==> config.mk <==
export PLATFORM = sky130hd
export DESIGN_NAME = mem_loader
export DESIGN_NICKNAME = d
export VERILOG_FILES = /design/src/rtl/npu_mem_pkg.sv /design/src/rtl/mem_byte_packer.sv /design/src/rtl/mem_loader.sv
export SDC_FILE = /design/constraint.sdc
export NUM_CORES = 1
export LEC_CHECK = 0
export ABC_AREA = 1
export CORE_ASPECT_RATIO = 1.4
export CORE_UTILIZATION = 52
export CTS_BUF_LIST = sky130_fd_sc_hd__clkbuf_2
export DETAILED_ROUTE_END_ITERATION = 10
export GPL_ROUTABILITY_DRIVEN = 0
export PLACE_DENSITY = 0.88
export SETUP_SLACK_MARGIN = 0.02
export SYNTH_ARGS = -nofsm -noshare
export SYNTH_HDL_FRONTEND = slang
export SYNTH_SLANG_ARGS = --single-unit
export TNS_END_PERCENT = 100
==> constraint.sdc <==
create_clock -name clk -period 1.5 [get_ports clk]
set_input_delay 0.3 -clock clk [delete_from_list [all_inputs] [get_ports clk]]
set_output_delay 0.3 -clock clk [all_outputs]
set_load 0.005 [all_outputs]
==> src/rtl/npu_mem_pkg.sv <==
// Shared definitions for the memory loader: default geometry, burst length, FSM states.
// Latency: n/a (definitions only).
// Backpressure: n/a.
package npu_mem_pkg;

  localparam int WIDTH_DEF    = 57;  // memory columns
  localparam int HEIGHT_DEF   = 8;   // memory rows
  localparam int WIDTH_B_DEF  = 6;   // column address bits
  localparam int HEIGHT_B_DEF = 3;   // row address bits

  // A burst write covers nine adjacent columns, one byte each.
  localparam int BURST_LEN = 9;
  localparam int PACK_W    = 8 * BURST_LEN;

  typedef enum logic [1:0] {
    ST_IDLE    = 2'd0,
    ST_COLLECT = 2'd1,
    ST_WRITE   = 2'd2,
    ST_FINISH  = 2'd3
  } ld_state_e;

endpackage

==> src/rtl/mem_byte_packer.sv <==
// Byte packer: shifts accepted bytes into a 72-bit word, counts bytes, flags group completion.
// Latency: byte visible in data one cycle after push; grp_full is combinational on the last push.
// Backpressure: none internally; the caller only pushes on an accepted transfer.
// Ports: clk/reset (sync, active-high); clr drops the group; push+din add a byte;
//        burst selects a 9-byte group (else 1); data is the packed word; grp_full marks the last byte.
module mem_byte_packer
  import npu_mem_pkg::*;
(
  input  logic              clk,
  input  logic              reset,
  input  logic              clr,
  input  logic              push,
  input  logic              burst,
  input  logic [7:0]        din,
  output logic [PACK_W-1:0] data,
  output logic              grp_full
);

  localparam logic [3:0] LAST_IDX = 4'(BURST_LEN - 1);

  logic [PACK_W-1:0] data_q, data_d;
  logic [3:0]        cnt_q, cnt_d;

  always_comb begin
    data_d = data_q;
    cnt_d  = cnt_q;
    if (clr) begin
      data_d = '0;
      cnt_d  = '0;
    end else if (push) begin
      // Older bytes move toward the MSB, so after a full burst the first byte is on top.
      data_d = {data_q[PACK_W-9:0], din};
      cnt_d  = cnt_q + 4'd1;
    end
  end

  always_ff @(posedge clk) begin
    if (reset) begin
      data_q <= '0;
      cnt_q  <= '0;
    end else begin
      data_q <= data_d;
      cnt_q  <= cnt_d;
    end
  end

  assign data     = data_q;
  assign grp_full = push && (cnt_q == (burst ? LAST_IDX : 4'd0));

endmodule

==> src/rtl/mem_loader.sv <==
// Memory loader: collects a byte stream and issues single-byte or 9-byte burst memory writes.
// Latency: mode 0 one write per 2 cycles, mode 1 one write per 10 cycles with continuous in_valid.
// Backpressure: in_ready is high only while collecting; in_valid low stalls without losing bytes.
// Ports: start/cmd_mode/base_w/base_h/num_writes describe a command (sampled in IDLE only);
//        in_data/in_valid/in_ready is the byte stream; write_w/write_h/write/mode/en drive the
//        memory; busy/done/err report command status.
module mem_loader
  import npu_mem_pkg::*;
#(
  parameter int width    = WIDTH_DEF,
  parameter int height   = HEIGHT_DEF,
  parameter int width_b  = WIDTH_B_DEF,
  parameter int height_b = HEIGHT_B_DEF
) (
  input  logic                clk,
  input  logic                reset,
  input  logic                start,
  input  logic                cmd_mode,
  input  logic [width_b-1:0]  base_w,
  input  logic [height_b-1:0] base_h,
  input  logic [7:0]          num_writes,
  input  logic [7:0]          in_data,
  input  logic                in_valid,
  output logic                in_ready,
  output logic [width_b-1:0]  write_w,
  output logic [height_b-1:0] write_h,
  output logic [PACK_W-1:0]   write,
  output logic                mode,
  output logic                en,
  output logic                busy,
  output logic                done,
  output logic                err
);

  localparam logic [width_b-1:0]  W_LAST      = width_b'(width - 1);
  localparam logic [width_b-1:0]  W_BURST_MAX = width_b'(width - BURST_LEN);
  localparam logic [height_b-1:0] H_LAST      = height_b'(height - 1);
  localparam logic [width_b:0]    BURST_STEP  = (width_b + 1)'(BURST_LEN);

  ld_state_e           state_q, state_d;
  logic [width_b-1:0]  w_q, w_d;
  logic [height_b-1:0] h_q, h_d;
  logic                mode_q, mode_d;
  logic [7:0]          cnt_q, cnt_d;
  logic                err_q, err_d;

  logic                cmd_legal;
  logic [width_b:0]    w_sum;
  logic                pack_clr, pack_push, pack_full;
  logic [PACK_W-1:0]   pack_data;

  mem_byte_packer u_packer (
    .clk      (clk),
    .reset    (reset),
    .clr      (pack_clr),
    .push     (pack_push),
    .burst    (mode_q),
    .din      (in_data),
    .data     (pack_data),
    .grp_full (pack_full)
  );

  // A burst must fit all nine columns inside the row.
  assign cmd_legal = cmd_mode ? ((base_w <= W_BURST_MAX) && (base_h <= H_LAST))
                              : (base_w <= W_LAST);

  always_comb begin
    state_d   = state_q;
    w_d       = w_q;
    h_d       = h_q;
    mode_d    = mode_q;
    cnt_d     = cnt_q;
    err_d     = 1'b0;
    pack_clr  = 1'b0;
    pack_push = 1'b0;
    w_sum     = {1'b0, w_q} + BURST_STEP;

    case (state_q)
      ST_IDLE: begin
        if (start) begin
          if (num_writes == 8'd0) begin
            state_d = ST_FINISH;
          end else if (cmd_legal) begin
            state_d = ST_COLLECT;
            mode_d  = cmd_mode;
            w_d     = base_w;
            h_d     = base_h;
            cnt_d   = num_writes;
          end else begin
            err_d = 1'b1;
          end
        end
      end

      ST_COLLECT: begin
        pack_push = in_valid;
        if (pack_full) state_d = ST_WRITE;
      end

      ST_WRITE: begin
        pack_clr = 1'b1;
        cnt_d    = cnt_q - 8'd1;
        state_d  = (cnt_q == 8'd1) ? ST_FINISH : ST_COLLECT;
        if (mode_q) begin
          // Bursts walk down a column strip, then step nine columns right.
          if (h_q == H_LAST) begin
            h_d = '0;
            w_d = (w_sum > {1'b0, W_BURST_MAX}) ? '0 : w_sum[width_b-1:0];
          end else begin
            h_d = h_q + 1'b1;
          end
        end else begin
          // Single bytes walk along a row, then wrap to the next row.
          if (w_q == W_LAST) begin
            w_d = '0;
            h_d = (h_q == H_LAST) ? '0 : h_q + 1'b1;
          end else begin
            w_d = w_q + 1'b1;
          end
        end
      end

      ST_FINISH: state_d = ST_IDLE;

      default: state_d = ST_IDLE;
    endcase
  end

  always_ff @(posedge clk) begin
    if (reset) begin
      state_q <= ST_IDLE;
      w_q     <= '0;
      h_q     <= '0;
      mode_q  <= 1'b0;
      cnt_q   <= '0;
      err_q   <= 1'b0;
    end else begin
      state_q <= state_d;
      w_q     <= w_d;
      h_q     <= h_d;
      mode_q  <= mode_d;
      cnt_q   <= cnt_d;
      err_q   <= err_d;
    end
  end

  assign in_ready = (state_q == ST_COLLECT);
  assign en       = (state_q == ST_WRITE);
  assign busy     = (state_q != ST_IDLE);
  assign done     = (state_q == ST_FINISH);
  assign err      = err_q;
  assign mode     = mode_q;
  assign write_w  = w_q;
  assign write_h  = h_q;
  // A single byte is presented in the top lane with the rest of the word zero.
  assign write    = mode_q ? pack_data : {pack_data[7:0], {(PACK_W - 8){1'b0}}};

endmodule
==> impl_metrics.tcl, run 1 <==
set metrics [dict create \
    root_buffer "clkbuf_2" \
    grt_max_degree 65 \
    synthCells 738 \
    cts_max_level 3 \
    dpl_cell_area_sq_um 6400 \
    syn_avg_cell_area_sq_um 6.56 \
    holdBufCountCts 0 \
    die_x_microns 83.5 \
    error_line "[ERROR GRT-0232] Routing congestion too high. Check the congestion heatmap in the GUI." \
    crit_endpoint "write[20]" \
    yosys.cell_count.top_type "nand2_1" \
    synth_common_cells "nand2_1 (193), inv_1 (110), dfxtp_1 (97)" \
    portBuffers 116 \
    cts_buffers 9 \
    ys.flop_type "dfxtp_1" \
    ys_ff_latch 97 \
    ys_top_cells_by_area "dfxtp_1 (40%), nand2_1 (15%), a21oi_1 (9.2%)" \
    netlist_area_sq_um 4840 \
    dp_hpwl_microns 9940 \
    start_util 0.536 \
    async_reset_ff_frac 0 \
    yosysTopAreaCell "dfxtp_1" \
    yosysSeqAreaShare 0.401 \
    ys_warn_count 0 \
    synth_edf_count 0 \
    clock-sinks 97 \
    grt.total_usage 0.872 \
    placement_rows 41 \
    status "stopped before the end" \
    antenna_found_initial 3 \
    clock_path_buffers 2 \
    ys_types 31 \
    grt_overflow_total 519 \
    die_y_microns 116 \
    worst-ep-kind "output port" \
    failing_step "global routing" \
    syn_nets 776 \
    synth_top_area_share 0.401 \
    top_level_ports 117 \
]
==> timing repair <==
item,in CTS
cloned,4
pin swaps,10
endpoints found under the setup margin,107
setup buffers,31
gates resized for setup,436
==> logic make-up after synthesis <==
kind of cell    share of synthesized area
flops                               0.401
compound gates                      0.148
fa+ha+maj                          0.0207
buf+inv                             0.128
simple gates                        0.294
xor+xnor                          0.00724
==> metrics by stage <==
stage	TNS, ps	setup slack, ps	std cells	util
after CTS	-29880	-644	1016	0.778
after floorplan	0	132	738	-
after global placement	-8260	-285	967	0.709
after detailed placement	-9900	-402	967	0.709
==> layer usage <==
| layer | GRT usage | GRT overflow |
|---|---|---|
| met2 | 1.18 | 369 |
| met3 | 0.580 | 4 |
| met5 | 0.0556 | 0 |
| met4 | 1.09 | 144 |
| met1 | 0.791 | 2 |
==> run 2, diff against run 1 <==
--- a/config.mk
+++ b/config.mk
@@ -6,13 +6,10 @@
 export NUM_CORES = 1
 export LEC_CHECK = 0
 export ABC_AREA = 1
-export CORE_ASPECT_RATIO = 1.4
-export CORE_UTILIZATION = 52
-export CTS_BUF_LIST = sky130_fd_sc_hd__clkbuf_2
+export CORE_UTILIZATION = 40
 export DETAILED_ROUTE_END_ITERATION = 10
 export GPL_ROUTABILITY_DRIVEN = 0
-export PLACE_DENSITY = 0.88
-export SETUP_SLACK_MARGIN = 0.02
+export PLACE_DENSITY_LB_ADDON = 0.15
 export SYNTH_ARGS = -nofsm -noshare
 export SYNTH_HDL_FRONTEND = slang
 export SYNTH_SLANG_ARGS = --single-unit
==> run 2 against run 1 <==
The flow now finishes, with violations (design-rule violations, negative setup slack). Synthesized cell count stayed put. Synthesized area stayed put.
==> impl_metrics.tcl, run 2 <==
set metrics [dict create \
    tightest_slew_ps 337 \
    end_kind "output port" \
    cts_max_level 3 \
    antenna_found_initial 0 \
    drive_gt1_frac 0.385 \
    area_growth_pct 62.2 \
    worstSetupPathType "flop to output port" \
    grt_max_degree 65 \
    slew_violations 0 \
    ys_top_cells_by_area "dfxtp_1 (40%), nand2_1 (15%), a21oi_1 (9.2%)" \
    grt.total_usage 0.233 \
    grt_pass1_wl_microns 23800 \
    largest_register_ffs 72 \
    p_sw_mw 2.38 \
    fin_area_sq_um 7850 \
    cts_buffers 9 \
    final_cell_mix "nand2_1 (125), dfxtp_1 (86), nand3_1 (83), a21oi_1 (80), inv_1 (61)" \
    die_area_sq_um 12500 \
    top_level_ports 117 \
    period_needed_ps 1780 \
    root_buffer "clkbuf_16" \
    worstHoldEndpoint "u_packer.cnt_q[1]" \
    setup_viol 72 \
    wl_per_cell_microns 15.0 \
    leakagePower_nw 4.19 \
    ys.flop_type "dfxtp_1" \
    ys_ff_latch 97 \
    dpl_cell_area_sq_um 6490 \
    portBuffers 116 \
    clk_pin_slew_ps 70 \
    crit_fanout 4 \
    clock_path_buffers 2 \
    p_int_mw 5.12 \
    placement_rows 39 \
    finClkSkew_ps 8.10 \
    drv_cap 0 \
    synth_top_area_share 0.401 \
    drtAntennaViolNets 0 \
    ir_drop_mv 0.564 \
    hold_class "input port to flop" \
    core_area_sq_um 11600 \
    yosysSeqAreaShare 0.401 \
    yosys.cell_count.top_type "nand2_1" \
    synth_common_cells "nand2_1 (193), inv_1 (110), dfxtp_1 (97)" \
    ys_warn_count 0 \
    drt-pass1-iter-count 8 \
    async_reset_ff_frac 0 \
    holdBufCountCts 0 \
    swShare 0.317 \
    slew_headroom 0.775 \
    worstRegToRegCells 12 \
    vias 5563 \
    status "finished, violations left" \
    netlist_area_sq_um 4840 \
    clk_latency_ps 340 \
    p_total_mw 7.50 \
    multi_input_area_sq_um 2870 \
    cts_tree "done" \
    drt_iter0_drc 417 \
    critPathArrivalTime_ps 1480 \
    syn_avg_cell_area_sq_um 6.56 \
    antenna_cells 0 \
    holdCritStartpoint "in_valid" \
    start_util 0.417 \
    final_common_cell "nand2_1" \
    violations "design-rule violations, negative setup slack" \
    synth_edf_count 0 \
    grt_pass1_vias 5015 \
    holdPathStages 3 \
    rsz0062_at_grt "yes" \
    drt-vias-per-instance 5.20 \
    nFillCells 982 \
    clock_power_share 0.316 \
    setup_ws_ps -276 \
    final_nets 960 \
    reg2reg_to "write_w[3]" \
    ys_types 31 \
    max_freq_mhz 563 \
    yosysTopAreaCell "dfxtp_1" \
    power_frac_comb 0.307 \
    dp_hpwl_microns 9760 \
    hold_viol_final 0 \
    cp.required_ps 1200 \
    syn_nets 776 \
    drc 8 \
    post-route-util 0.676 \
    wirelength_microns 16100 \
    p_per_area_nw_per_um2 955 \
    period_share 1.18 \
    r2r-start "mode" \
    worst_setup_path_start_kind "flop" \
    reg2reg_slack_ps -140 \
    synthCells 738 \
    grt_overflow_total 0 \
    layout.area.seq_sq_um 1970 \
    die_x_microns 112 \
    clock-sinks 97 \
    die_y_microns 112 \
    power_frac_seq 0.377 \
]
==> run 2: cell counts after synthesis <==
No cell type changed its count.
==> run 2: worst max-delay path by stage <==
stage | to | startpoint | depth (start not counted)
after global routing | write[69] | mode | 6
final | write[68] | mode | 6
after floorplan | write_w[0] | write_w[0] | 12
after global placement | cnt_q[5] | num_writes[1] | 10
after CTS | write[17] | mode | 4
after detailed placement | cnt_q[5] | num_writes[1] | 10
==> run 2: area by class of cell <==
cell class / count / share of cell area
Clock buffer: 10 / 0.0292
Clock inverter: 6 / 0.00940
Inverter: 111 / 0.0546
Multi-Input combinational cell: 484 / 0.365
Sequential cell: 97 / 0.251
Tap cell: 143 / 0.0228
Timing Repair Buffer: 219 / 0.268
==> run 2: metrics by stage <==
stage | setup slack, ps | hold slack, ps | setup TNS, ps | std cells
2_1_floorplan | 132 | 369 | 0 | 738
3_3_place_gp | -315 | 448 | -10370 | 1010
3_5_place_dp | -378 | 457 | -11180 | 1010
4_1_cts | -410 | 410 | -15740 | 1047
5_1_grt | -310 | 464 | -13120 | 1070
6_report | -276 | 458 | -9930 | 1070
==> run 2: cells by family (layout without fill, tap and decap cells) <==
family,Yosys count,count (layout),share of synthesized area
compound gates,134,134,0.148
xor+xnor,4,4,0.00724
simple gates,338,338,0.294
buf+inv,157,346,0.128
fa+ha+maj,8,8,0.0207
flops,97,97,0.401
==> run 2: power by group through the flow <==
stage / combinational, mW / sequential, mW / clock [mW]
after CTS: 1.77 / 2.82 / 2.39
after global placement: 1.50 / 2.86 / 0
after detailed placement: 1.53 / 2.86 / 0
final: 2.31 / 2.83 / 2.37
after global routing: 2.46 / 2.84 / 2.50
after floorplan: 0.831 / 2.86 / 0
==> run 2: repair_timing <==
| action | 4_1_cts | 5_1_grt |
|---|---|---|
| endpoints found under the setup margin | 124 | 96 |
| cloned | 3 | 6 |
| pin swaps | 6 | 36 |
| buffers inserted | 18 | 23 |
| gates resized for setup | 249 | 296 |
==> run 2: routing by layer <==
metal	track usage	vias to the layer above	wire length, microns
met1	0.322	2625	7330
met4	0.0613	0	262
met2	0.380	193	7630
li1	-	2722	-
met5	0	-	0
met3	0.0335	23	846
==> run 2: critical path, cell delays in order, from the launching register on <==
cell	delay (ps)
dfxtp_4	370
buf_8	130
buf_12	130
buf_16	130
buf_8	120
o21ai_4	120
buf_2	130
Note: power is estimated with default switching activity, not from simulation.
==> run 3, diff against run 2 <==
--- a/config.mk
+++ b/config.mk
@@ -6,10 +6,12 @@
 export NUM_CORES = 1
 export LEC_CHECK = 0
 export ABC_AREA = 1
+export CAP_MARGIN = 20
 export CORE_UTILIZATION = 40
 export DETAILED_ROUTE_END_ITERATION = 10
 export GPL_ROUTABILITY_DRIVEN = 0
-export PLACE_DENSITY_LB_ADDON = 0.15
+export MAX_ROUTING_LAYER = met4
+export PLACE_DENSITY = 0.64
 export SYNTH_ARGS = -nofsm -noshare
 export SYNTH_HDL_FRONTEND = slang
 export SYNTH_SLANG_ARGS = --single-unit
==> run 3 against run 2 <==
Wire length grew 0.17%. Combinational power shrank 4%. Flip-flop and latch count is the same. Non-clock buffer count shrank 13. Utilization shrank 0.88 points. The run still ends with design-rule violations, negative setup slack left. Largest cell class unchanged.
==> impl_metrics.tcl, run 3 (synthesis gave the netlist of run 2 again) <==
set metrics [dict create \
    cts_tree "done" \
    drt-vias-per-instance 5.18 \
    setup_ws_ps -246 \
    cts_max_level 3 \
    grt_pass1_vias 4913 \
    violations "design-rule violations, negative setup slack" \
    clk_latency_ps 350 \
    swShare 0.310 \
    clk_pin_slew_ps 60 \
    reg2reg_slack_ps -130 \
    p_sw_mw 2.30 \
    antenna_cells 0 \
    holdWs_ps 283 \
    clock_power_share 0.318 \
    cts_buffers 9 \
    grt_pass1_wl_microns 23400 \
    clock-sinks 97 \
    placed_cells 999 \
    largest_register_ffs 72 \
    top_level_ports 117 \
    holdBufCountCts 0 \
    clock_path_buffers 2 \
    status "finished, violations left" \
    core_area_sq_um 11600 \
    wl_per_cell_microns 15.2 \
    cp.required_ps 1200 \
    antenna_found_initial 0 \
    r2r-start "mode" \
    area_growth_pct 60.1 \
    drt-pass1-iter-count 9 \
    slew_violations 0 \
    power_frac_comb 0.299 \
    slew_headroom 0.756 \
    portBuffers 116 \
    max_freq_mhz 573 \
    grt_max_degree 38 \
    p_total_mw 7.43 \
    start_util 0.417 \
    grt.total_usage 0.239 \
    vias 5468 \
    end_kind "output port" \
    worst_setup_path_start_kind "flop" \
    period_needed_ps 1750 \
    post-route-util 0.667 \
    critPathArrivalTime_ps 1450 \
    worstSetupPathType "flop to output port" \
    rsz0062_at_grt "yes" \
    p_int_mw 5.13 \
    wirelength_microns 16100 \
    period_share 1.16 \
    finClkSkew_ps 6.52 \
    hold_viol_final 0 \
    drtAntennaViolNets 0 \
    fin_setup_tns_ps -8700 \
    drc 3 \
    leakagePower_nw 4.07 \
    drt_iter0_drc 349 \
    power_frac_seq 0.383 \
    root_buffer "clkbuf_16" \
    placement_rows 39 \
    startpoint "mode" \
    tightest_slew_ps 366 \
    endpoint "write[51]" \
    dpl_cell_area_sq_um 6400 \
    fin_cells 1056 \
    grt_overflow_total 0 \
    die_x_microns 112 \
    die_area_sq_um 12500 \
    reg2reg_to "write_w[3]" \
    drv_cap 0 \
    worstRegToRegCells 11 \
    crit_fanout 6 \
    p_per_area_nw_per_um2 958 \
    place_ws_ps -383 \
    setup_viol 73 \
    hold_class "input port to flop" \
    drive_gt1_frac 0.389 \
    fin_area_sq_um 7750 \
    final_cell_mix "nand2_1 (117), a21oi_1 (85), dfxtp_1 (85), nand3_1 (83), inv_1 (61)" \
    final_common_cell "nand2_1" \
    final_nets 947 \
    dp_hpwl_microns 9920 \
    ir_drop_mv 0.663 \
    die_y_microns 112 \
]
## run 3: cell count changes in the layout (fill, tap and decap cells not counted), sizes merged
cell / delta
clkinvlp: +1
dlygate4sd2: +1
clkdlybuf4s50: -6
buf: -17
inv: -3
clkdlybuf4s15: -7
dlymetal6s2s: +5
clkbuf: +12
## run 3: worst max-delay path, stage by stage (launching register included)
cell and delay (ps):
dfxtp_4 370, buf_12 140, buf_6 120, buf_6 110, clkbuf_16 170, nand2_4 60
inv_2 30, buf_6 100
## run 3: worst min path at each step
stage / from / depth (start not counted) / endpoint
CTS: in_valid / 3 / u_packer.data[42]
global route: cmd_mode / 2 / mode
floorplan: reset / 1 / cnt_q[5]
detailed placement: u_packer.data[66] / 2 / u_packer.data[66]
global placement: u_packer.data[66] / 2 / u_packer.data[66]
finish: base_w[0] / 3 / write_w[0]
## run 3: layout make-up
cell class	count	area [sq um]
clock buffers	11	253
clock inverters	4	52.6
multi-input cells	484	2860
flip-flops and latches	97	1980
inverters	111	427
fillers	986	3860
repair buffers	206	2000
well taps	143	179
## run 3: metal layers
metal,track usage,part of all wire
met1,0.314,0.44
met5,-,0
met2,0.373,0.49
met3,0.0562,0.058
met4,0.0587,0.014
## run 3: power by group through the flow
stage / clock [mW] / sequential, mW / combinational [mW]
2_1_floorplan: 0 / 2.86 / 0.831
3_3_place_gp: 0 / 2.86 / 1.46
3_5_place_dp: 0 / 2.87 / 1.48
4_1_cts: 2.40 / 2.82 / 1.57
5_1_grt: 2.51 / 2.86 / 2.37
6_report: 2.36 / 2.84 / 2.22
## run 3: timing repair
action                                  CTS  global route
gates resized for setup                 134           405
gates cloned                              1            10
endpoints found under the setup margin   99           125
pin swaps                                 4            47
buffers inserted                          6            26
==> run 4, diff against run 3 <==
--- a/config.mk
+++ b/config.mk
@@ -7,12 +7,14 @@
 export LEC_CHECK = 0
 export ABC_AREA = 1
 export CAP_MARGIN = 20
-export CORE_UTILIZATION = 40
+export CORE_UTILIZATION = 35
 export DETAILED_ROUTE_END_ITERATION = 10
 export GPL_ROUTABILITY_DRIVEN = 0
 export MAX_ROUTING_LAYER = met4
-export PLACE_DENSITY = 0.64
+export PLACE_DENSITY = 0.57
+export SKIP_CTS_REPAIR_TIMING = 1
 export SYNTH_ARGS = -nofsm -noshare
 export SYNTH_HDL_FRONTEND = slang
+export SYNTH_HIERARCHICAL = 1
 export SYNTH_SLANG_ARGS = --single-unit
 export TNS_END_PERCENT = 100
==> run 4 against run 3 <==
The run ends with negative setup slack left. Synthesized area is 0.31% higher. Power is 4.2% higher. Sequential power up 9.2%. Sequential share of layout area shrank 1.3 points. Design area rose by 5.2%. Clock skew up 2.6 ps. Combinational power is 4% lower. Global-route usage fell by 3.2 points. Clock power rose by 6%.
==> impl_metrics.tcl, run 4 <==
set metrics [dict create \
    fin_cells 1132 \
    synth_top_area_share 0.400 \
    finClkSkew_ps 9.15 \
    final_common_cell "nor2_1" \
    area_growth_pct 68.0 \
    fin_area_sq_um 8160 \
    async_reset_ff_frac 0 \
    endpoint "write[64]" \
    die_area_sq_um 14300 \
    setup_ws_ps -308 \
    post-route-util 0.609 \
    placed_cells 1050 \
    holdCritStartpoint "write_h[2]" \
    final_cell_mix "nor2_1 (173), dfxtp_1 (86), nand2_1 (68), buf_4 (52), clkbuf_2 (51)" \
    violations "negative setup slack" \
    holdWs_ps 481 \
    grt_max_degree 50 \
    ir_drop_mv 0.642 \
    wl_per_cell_microns 15.9 \
    grt_pass1_vias 4877 \
    reg2reg_to "u_packer/data[34]" \
    top_level_ports 117 \
    startpoint "mode" \
    die_x_microns 120 \
    layout.area.seq_sq_um 1980 \
    nFillCells 1217 \
    grt_pass1_wl_microns 23300 \
    drt-vias-per-instance 4.99 \
    critPathArrivalTime_ps 1510 \
    grt.total_usage 0.207 \
    slew_headroom 0.784 \
    netlist_area_sq_um 4860 \
    slew_violations 0 \
    max_freq_mhz 553 \
    vias 5647 \
    period_needed_ps 1810 \
    multi_input_area_sq_um 2980 \
    reg2reg_slack_ps -80 \
    leakagePower_nw 4.76 \
    synthCells 754 \
    final_nets 989 \
    largest_register_ffs 72 \
    clock-sinks 97 \
    start_util 0.362 \
    cts_buffers 9 \
    ys_top_cells_by_area "dfxtp_1 (40%), nor2_1 (14%), nand2_1 (12%)" \
    drive_gt1_frac 0.426 \
    core_area_sq_um 13400 \
    p_total_mw 7.74 \
    fin_setup_tns_ps -12600 \
    root_buffer "clkbuf_16" \
    crit_fanout 7 \
    drt-pass1-iter-count 5 \
    ys_warn_count 6 \
    portBuffers 116 \
    yosysSeqAreaShare 0.400 \
    cp.required_ps 1200 \
    clock_path_buffers 2 \
    drc 0 \
    dp_hpwl_microns 10100 \
    setup_viol 95 \
    ys_ff_latch 97 \
    syn_avg_cell_area_sq_um 6.44 \
    clk_pin_slew_ps 70 \
    ys_types 33 \
    synth_common_cells "nor2_1 (182), nand2_1 (158), dfxtp_1 (97)" \
    syn_nets 792 \
    worst_setup_path_start_kind "flop" \
    ys.flop_type "dfxtp_1" \
    drv_cap 0 \
    yosys.cell_count.top_type "nor2_1" \
    drt_iter0_drc 397 \
    synth_edf_count 0 \
    antenna_cells 0 \
    clk_latency_ps 360 \
    grt_overflow_total 0 \
    die_y_microns 120 \
    yosysTopAreaCell "dfxtp_1" \
    worstRegToRegCells 9 \
    hold_class "flop to flop" \
    dpl_cell_area_sq_um 6430 \
    cts_tree "done" \
    tightest_slew_ps 324 \
    antenna_found_initial 0 \
    place_ws_ps -371 \
    r2r-start "state_q[1]" \
    wirelength_microns 18000 \
    end_kind "output port" \
    status "finished, violations left" \
    cts_max_level 3 \
    drtAntennaViolNets 0 \
    hold_viol_final 0 \
    p_per_area_nw_per_um2 949 \
    rsz0062_at_grt "yes" \
    worstSetupPathType "flop to output port" \
    period_share 1.21 \
    placement_rows 42 \
]
run 4: changes by cell type in the layout (fill, tap and decap cells not counted), moves of 17 or more:
cell      delta
a21oi_1     -64
clkbuf_2    +18
nand2_1     -49
nand3_1     -60
nor2_1     +145
o21ai_0     +29
o21ai_2     +17
run 4: kinds of logic after synthesis:
kind of cell,after synthesis,share of synthesized area
AO/OA/AOI/OAI,117,0.123
adder cells (fa/ha/maj),8,0.0206
XOR/XNOR,4,0.00722
buffers and inverters,140,0.127
flip-flops,97,0.400
AND/OR/NAND/NOR,388,0.323
run 4: cell type report:
class                      count  area share
tap                          176      0.0270
timing repair inverter         1    0.000920
sequential                    97       0.242
timing repair buffer         225       0.278
inverter                     100      0.0474
clock inverter                 4     0.00690
multi-input combinational    517       0.365
clock buffer                  12      0.0327
run 4: worst min path at each step:
stage                                  end  cells past startpoint
after detailed placement          cnt_q[7]                      2
after global placement            cnt_q[7]                      2
after floorplan           u_packer/data[0]                      2
after global routing            write_h[2]                      2
after CTS                         cnt_q[7]                      2
final                           write_h[2]                      2
run 4: worst max-delay path, stage by stage, from the launching register on:
cell      delay (ps)
dfxtp_4          370
buf_12           140
buf_6            120
buf_6            110
buf_12           140
nand2_1           70
nand2_1           80
clkbuf_2         120
run 4: where the power goes:
part	internal [mW]	switching (mW)
registers	2.80	0.292
logic	1.06	1.08
clock network	1.45	1.05
total	5.31	2.43
run 4: layer usage:
metal / part of all wire / up-vias / track usage
li1: - / 2741 / -
met2: 0.50 / 199 / 0.331
met3: 0.054 / 24 / 0.0423
met5: 0 / - / -
met1: 0.43 / 2683 / 0.266
met4: 0.015 / 0 / 0.0578
